### src/rtl/npu_out_collector.sv
// Output collector for a 3-column systolic array: deskews the bottom-row column
// outputs into aligned rows, tags each row with an index and queues it in a show-ahead FIFO.
module npu_out_collector #(
    parameter int DWIDTH = 16,
    parameter int SKEW   = 1,
    parameter int DEPTH  = 4
) (
    input  logic                      clk,
    input  logic                      rst_n,
    input  logic                      in_en,
    input  logic [DWIDTH-1:0]         col0,
    input  logic [DWIDTH-1:0]         col1,
    input  logic [DWIDTH-1:0]         col2,
    input  logic                      in_flush,
    output logic                      out_valid,
    input  logic                      out_ready,
    output logic [3*DWIDTH-1:0]       out_data,
    output logic [7:0]                out_row,
    output logic [$clog2(DEPTH):0]    fifo_count,
    output logic                      overflow
);

    localparam int AW = $clog2(DEPTH);
    localparam int CW = AW + 1;
    localparam int D0 = 2 * SKEW;
    localparam int D1 = SKEW;

    logic [DWIDTH-1:0]   c0_q [D0];
    logic [DWIDTH-1:0]   c0_d [D0];
    logic [DWIDTH-1:0]   c1_q [D1];
    logic [DWIDTH-1:0]   c1_d [D1];
    logic [D0-1:0]       v0_q;
    logic [D0-1:0]       v0_d;
    logic [D0-1:0]       v0_sh_s;
    logic [D1-1:0]       v1_q;
    logic [D1-1:0]       v1_d;
    logic [D1-1:0]       v1_sh_s;

    logic [3*DWIDTH-1:0] mem_data_q [DEPTH];
    logic [7:0]          mem_row_q  [DEPTH];
    logic [AW-1:0]       wr_ptr_q;
    logic [AW-1:0]       wr_ptr_d;
    logic [AW-1:0]       rd_ptr_q;
    logic [AW-1:0]       rd_ptr_d;
    logic [CW-1:0]       count_q;
    logic [CW-1:0]       count_d;
    logic                out_valid_q;
    logic                out_valid_d;
    logic                overflow_q;
    logic                overflow_d;
    logic [7:0]          row_cnt_q;
    logic [7:0]          row_cnt_d;

    logic                row_vld_s;
    logic                push_req_s;
    logic                pop_s;
    logic                full_s;
    logic                push_ok_s;
    logic                drop_s;
    logic [3*DWIDTH-1:0] row_data_s;

    // Deskew tap next-state: shift data and enable through equal-length delay lines
    always_comb begin
        c0_d[0]    = col0;
        v0_sh_s    = '0;
        v0_sh_s[0] = in_en;
        for (int i = 1; i < D0; i++) begin
            c0_d[i]    = c0_q[i-1];
            v0_sh_s[i] = v0_q[i-1];
        end
        c1_d[0]    = col1;
        v1_sh_s    = '0;
        v1_sh_s[0] = in_en;
        for (int i = 1; i < D1; i++) begin
            c1_d[i]    = c1_q[i-1];
            v1_sh_s[i] = v1_q[i-1];
        end
        // Flush kills every in-flight enable sample, including this cycle's.
        v0_d = in_flush ? {D0{1'b0}} : v0_sh_s;
        v1_d = in_flush ? {D1{1'b0}} : v1_sh_s;
    end

    // Deskew tap registers
    always_ff @(posedge clk or negedge rst_n) begin
        if (!rst_n) begin
            for (int i = 0; i < D0; i++) begin
                c0_q[i] <= '0;
            end
            for (int i = 0; i < D1; i++) begin
                c1_q[i] <= '0;
            end
            v0_q <= '0;
            v1_q <= '0;
        end else begin
            c0_q <= c0_d;
            c1_q <= c1_d;
            v0_q <= v0_d;
            v1_q <= v1_d;
        end
    end

    assign row_vld_s  = in_en & v1_q[D1-1] & v0_q[D0-1];
    assign row_data_s = {col2, c1_q[D1-1], c0_q[D0-1]};
    assign push_req_s = row_vld_s & ~in_flush;
    assign pop_s      = out_valid_q & out_ready;
    assign full_s     = (count_q == CW'(DEPTH));
    assign push_ok_s  = push_req_s & (~full_s | pop_s);
    assign drop_s     = push_req_s & full_s & ~pop_s;

    // FIFO control next-state: pointers, occupancy, row tag counter and sticky overflow
    always_comb begin
        wr_ptr_d = push_ok_s ? (wr_ptr_q + AW'(1'b1)) : wr_ptr_q;
        rd_ptr_d = pop_s ? (rd_ptr_q + AW'(1'b1)) : rd_ptr_q;
        case ({push_ok_s, pop_s})
            2'b10:   count_d = count_q + CW'(1'b1);
            2'b01:   count_d = count_q - CW'(1'b1);
            default: count_d = count_q;
        endcase
        out_valid_d = (count_d != CW'(1'b0));
        if (in_flush) begin
            overflow_d = 1'b0;
            row_cnt_d  = 8'd0;
        end else begin
            overflow_d = overflow_q | drop_s;
            row_cnt_d  = push_ok_s ? (row_cnt_q + 8'd1) : row_cnt_q;
        end
    end

    // FIFO control registers
    always_ff @(posedge clk or negedge rst_n) begin
        if (!rst_n) begin
            wr_ptr_q    <= '0;
            rd_ptr_q    <= '0;
            count_q     <= '0;
            out_valid_q <= 1'b0;
            overflow_q  <= 1'b0;
            row_cnt_q   <= 8'd0;
        end else begin
            wr_ptr_q    <= wr_ptr_d;
            rd_ptr_q    <= rd_ptr_d;
            count_q     <= count_d;
            out_valid_q <= out_valid_d;
            overflow_q  <= overflow_d;
            row_cnt_q   <= row_cnt_d;
        end
    end

    // FIFO storage; cleared on reset so the head reads zero while empty
    always_ff @(posedge clk or negedge rst_n) begin
        if (!rst_n) begin
            for (int i = 0; i < DEPTH; i++) begin
                mem_data_q[i] <= '0;
                mem_row_q[i]  <= 8'd0;
            end
        end else if (push_ok_s) begin
            mem_data_q[wr_ptr_q] <= row_data_s;
            mem_row_q[wr_ptr_q]  <= row_cnt_q;
        end
    end

    assign out_valid  = out_valid_q;
    assign out_data   = mem_data_q[rd_ptr_q];
    assign out_row    = mem_row_q[rd_ptr_q];
    assign fifo_count = count_q;
    assign overflow   = overflow_q;

endmodule
### config.mk
export PLATFORM = sky130hd
export DESIGN_NAME = npu_out_collector
export DESIGN_NICKNAME = d
export VERILOG_FILES = /design/src/rtl/npu_out_collector.sv
export SDC_FILE = /design/constraint.sdc
export NUM_CORES = 1
export LEC_CHECK = 0
export ABC_CLOCK_PERIOD_IN_PS = 3000
export BUFFER_PORTS_ARGS = -buffer_cell sky130_fd_sc_hd__buf_4
export CAP_MARGIN = 20
export CORE_UTILIZATION = 57
export CTS_CLUSTER_SIZE = 14
export DETAILED_ROUTE_END_ITERATION = 16
export PLACE_DENSITY = 0.77
export SLEW_MARGIN = 10
export SYNTH_ARGS = -nofsm -noshare
export SYNTH_HDL_FRONTEND = slang
export SYNTH_SLANG_ARGS = --single-unit
### constraint.sdc
create_clock -name clk -period 3 [get_ports clk]
set_input_delay 0.3 -clock clk [delete_from_list [all_inputs] [get_ports clk]]
set_output_delay 0.3 -clock clk [all_outputs]
set_load 0.03 [all_outputs]
Yosys cells after proc, flatten, opt, wreduce, memory -nomap -nowiden:

Index checks and enable logic that the tools add are counted.

* $add $sub $neg: 5
* $lt $le $gt $ge: 3
* equal/unequal tests: 3
* muxes and demuxes: 18
* bitwise operators: 14
* reduce and logical (&&, ||, !) cells: 3

Operators by type and width (number)
* bitwise mux 192 bit: 1
* two-way mux 48 bit: 3
* binary-select mux 48 bit (select 2 bit): 1
* demux 48 bit (select 2 bit): 1
* two-way mux 8 bit: 5
* bitwise mux 32 bit: 1
* binary-select mux 8 bit (select 2 bit): 1
* demux 8 bit (select 2 bit): 1
* adder 8 x 1 -> 8 bit, second input constant: 1
* AND 1 bit: 7
* >= comparator 3 bit, second input constant: 2
* inverter 2 -> 3 bit: 2
* case mux 3 bit (2 select lines): 1
* adder 2 x 1 -> 2 bit, second input constant: 2
* adder 3 x 1 -> 3 bit, second input constant: 1
* == test 3 bit, second input constant: 1
* less-than comparator 3 x 1 -> 1 bit, second input constant: 1
* inverter 1 bit: 3
* nonzero test 3 bit: 1
* subtractor 3 x 1 -> 3 bit, second input constant: 1
* == test 2 x 1 -> 1 bit, second input constant: 1
* == test 2 bit, second input constant: 1
* two-way mux 1 bit: 2
* two-way mux 2 bit: 1
* 3 further kinds: 4

* register bits: 292
* bits of input ports: 53
* logic and storage cells: 65

Logic depth before layout (Yosys ltp):

* depth in word-level cells: 7
* depth in mapped cells: 9

Worst setup path before layout:

Ideal clock, no wire load.

* path kind: reg2reg
* from: reg count_q[1], in the netlist fifo_count[1]
* to: reg out_valid_q, in the netlist out_valid
* library setup time: 0.131 ns
* data arrival time: 2.339 ns
* data required time: 2.869 ns
* path slack: 0.530 ns
* cell stages (with the launch flop): 8
* clock period less this slack: 2.470 ns
* path through: dfrtp_1 a211oi_4 a21oi_4 inv_1 ha_1 fa_1 mux2_2 or3_1

* longest elaborated chain between the ends: 7

Ends and longest elaborated chain
* from (decl): line 45 `logic [CW-1:0] count_q;`
* from (signal assigned): line 141 `count_q <= count_d;`
* == test 3 bit: line 106 `assign full_s = (count_q == CW'(DEPTH));`
* inverter 1 bit: line 107 `assign push_ok_s = push_req_s & (~full_s | pop_s);`
* OR 1 bit: line 107
* AND 1 bit: line 107
* == test 2 x 1 -> 1 bit / == test 2 bit (equally long branches): line 114 `case ({push_ok_s, pop_s})`
* case mux 3 bit (2 select lines) (*): line 114
* named net count_d[1]: line 46 `logic [CW-1:0] count_d;`
* nonzero test 3 bit (*): line 119 `out_valid_d = (count_d != CW'(1'b0));`
* named net out_valid_d: line 48 `logic out_valid_d;`
* to (signal assigned): line 142 `out_valid_q <= out_valid_d;`
* to (decl): line 47 `logic out_valid_q;`

The timed path passes the listed nets; every way through them passes the cells marked *.
A chain may end at the register's enable or synchronous reset.

Worst setup path after layout:

* from: reg rd_ptr_q[0]
* to: out out_data[20]

* longest elaborated chain between the ends: 4

Ends and longest elaborated chain
* from (decl): line 43 `logic [AW-1:0] rd_ptr_q;`
* from (signal assigned): line 140 `rd_ptr_q <= rd_ptr_d;`
* inverter 2 -> 3 bit (not written as such): line 162 `assign out_data = mem_data_q[rd_ptr_q];`
* binary-select mux 48 bit (select 2 bit): line 162
* two-way mux 48 bit (not written as such) (2 in series): line 162
* to (decl): line 17 `output logic [3*DWIDTH-1:0] out_data,`

Every way passes these cells. The select of a mux whose other input is x is not followed.

==> impl_metrics.tcl <==
set metrics [dict create \
    status "complete, no violations" \
    cts_resized 0 \
    hp-start "col2[15]" \
    period_needed_ns 2.69 \
    synth.distinct_cells 30 \
    grt_pass1_wl_um 39700 \
    clock.fmax_mhz 372 \
    rows 54 \
    criticalPathCategory "reg2out" \
    rr_endpoint "out_valid" \
    htree_levels 1 \
    relSlewSlack 0.499 \
    cp-start-kind "register" \
    initial_core_util 0.581 \
    via_per_inst 5.57 \
    hold_viol 0 \
    yosys_most_used_dff "dfrtp_1" \
    grt_max_degree 100 \
    power_w 0.0101 \
    synth_async_sr_flop_share 1.00 \
    leakage_nw 7.20 \
    io_pins 114 \
    synth_seq_cells 291 \
    worst_pin_slew_ns 0.752 \
    r2r-start "fifo_count[1]" \
    synth_area_leader_cell "dfrtp_1" \
    diodes 0 \
    syn_inst 675 \
    critPathCaptureType "primary output" \
    crit_required_ns 2.70 \
    cts_tree "done" \
    yosysSeqAreaShare 0.576 \
    firstDrtPassIters 4 \
    overflow 0 \
    num_vias 6354 \
    cts_root_buffer "clkbuf_16" \
    period_share 0.895 \
    finalWirelength_um 24800 \
    drv_slew 0 \
    worstHoldEndpoint "mem_data_q[47]" \
    syn_nets 735 \
    syn-cell-area_sq_mm 0.0126 \
    die_y_um 151 \
    dp_hpwl_um 15000 \
    mostFrequentLayoutCells "dfrtp_1 (289), mux2_4 (160), buf_4 (122)" \
    drt-initial-drc-count 238 \
    p_per_area_mw_per_mm2 672 \
    clock_path_buffers 3 \
    cp.arrival_ns 2.39 \
    cts_buffers 30 \
    grt_pass1_vias 7304 \
    core_area_sq_mm 0.0218 \
    setup_violations 0 \
    synthToLayoutAreaGrowth_pct 19.2 \
    irDropWorstVdd_uv 552 \
    post-route-drc-count 0 \
    drive_gt1_frac 0.549 \
    skew_ns 0.0166 \
    avgSynthCellArea_sq_um 18.7 \
    route.detailed.wl_per_inst_um 21.7 \
    whs_path_depth 2 \
    clock_latency_ns 0.54 \
    antenna_found_initial 0 \
    die_w_um 151 \
    setup_tns_ns 0 \
    synth_area_leaders "dfrtp_1 (58%), mux2_4 (19%), mux4_2 (10%)" \
    worstHoldPathType "in2reg" \
    layout.cells.most_common "dfrtp_1" \
    place.gp.congestion 0.803 \
    nets 899 \
    worstRegToRegCells 7 \
    rsz0062_at_grt "false" \
    io_buffer_count 113 \
    ff2ff_setup_slack_ns 0.50 \
    drv_cap 0 \
    synth_edf_count 0 \
    ant_nets 0 \
    clkTransAtPathRegs_ns 0.06 \
    grt.total_usage 0.228 \
    synth.top_cell.area_share 0.576 \
    worst-path-max-fanout 22 \
    nFillCells 1382 \
    dieArea_sq_mm 0.0228 \
    cts.sink_count 291 \
    yosysWarnings 0 \
]
==> registers in the layout, summed over array words and instances, names as in the netlist <==
register and cells:
c0_d 16, c0_q 16, c1_q 16, fifo_count 3, mem_data_q 192, mem_row_q 32, out_valid 1, overflow 1
rd_ptr_q 2, row_cnt_q 8, v0_q 2, wr_ptr_q 2
==> Yosys cell counts, types with 3 or more instances <==
library cell,n
a2111oi_0,3
and2_4,4
buf_12,16
buf_2,11
buf_8,4
clkbuf_1,11
dfrtp_1,291
ha_1,6
inv_1,5
mux2_2,65
mux2_4,160
mux4_2,56
nand2_1,3
nor2_1,9
xnor2_1,10
==> cells by family after synthesis <==
| logic type | count (synthesis) | synth area share |
|---|---|---|
| buffers and inverters | 47 | 0.0392 |
| adder cells (fa/ha/maj) | 7 | 0.00752 |
| XOR/XNOR | 12 | 0.00832 |
| multiplexers | 283 | 0.349 |
| AND/OR/NAND/NOR | 26 | 0.0125 |
| flip-flops | 291 | 0.576 |
| AO/OA/AOI/OAI | 9 | 0.00703 |
==> layout make-up <==
| class | instances | area (sq um) | area share |
|---|---|---|---|
| clock buffer | 43 | 921 | 0.0611 |
| clock inverter | 10 | 108 | 0.00714 |
| inverter | 5 | 18.8 | 0.00125 |
| multi-input combinational | 337 | 4860 | 0.323 |
| sequential | 291 | 7290 | 0.484 |
| tap | 280 | 350 | 0.0233 |
| timing repair buffer | 174 | 1520 | 0.101 |
==> timing repair <==
| action | CTS | global route |
|---|---|---|
| setup buffers | 0 | 0 |
| endpoints found under the setup margin | 0 | 0 |
| hold buffers | 43 | 0 |
| endpoints found under the hold margin | 144 | 0 |
==> worst max path at each step <==
| stage | startpoint | endpoint |
|---|---|---|
| 2_1_floorplan | fifo_count[1] | out_valid |
| 3_3_place_gp | in_flush | out_valid |
| 3_5_place_dp | in_flush | out_valid |
| 4_1_cts | rd_ptr_q[0] | out_data[20] |
| 5_1_grt | rd_ptr_q[0] | out_data[20] |
| 6_report | rd_ptr_q[0] | out_data[20] |
==> power breakdown <==
group	internal, W	switching, W	leakage (nW)
clock network	0.00229	0.00149	0.505
registers	0.00418	0.000360	3.90
logic	0.000951	0.000858	2.80
==> stage by stage <==
step | hold slack, ns | setup slack, ns | instance area [sq um] | util | cells
after floorplan | 0.00441 | 0.530 | 12600 | - | 675
after global placement | 0.332 | 0.505 | 13600 | 0.626 | 1044
after detailed placement | 0.335 | 0.453 | 13600 | 0.626 | 1044
after CTS | 0.00215 | 0.237 | 15100 | 0.693 | 1140
after global routing | 0.00614 | 0.184 | 15100 | 0.693 | 1140
final | 0.0240 | 0.314 | 15100 | 0.693 | 1140
==> layer usage <==
metal / global-route usage / vias to the layer above / part of all wire / wire length, um
li1: - / 2783 / - / -
met1: 0.308 / 3423 / 0.44 / 10800
met2: 0.387 / 120 / 0.51 / 12600
met3: 0.0404 / 28 / 0.036 / 898
met4: 0.0485 / 0 / 0.016 / 400
met5: 0 / - / 0 / 0
==> worst max-delay path, stage by stage (launching register included) <==
cell,delay (ns)
dfrtp_4,0.74
buf_4,0.35
mux4_2,0.55
buf_4,0.19
Note: power is estimated with default switching activity, not from simulation.
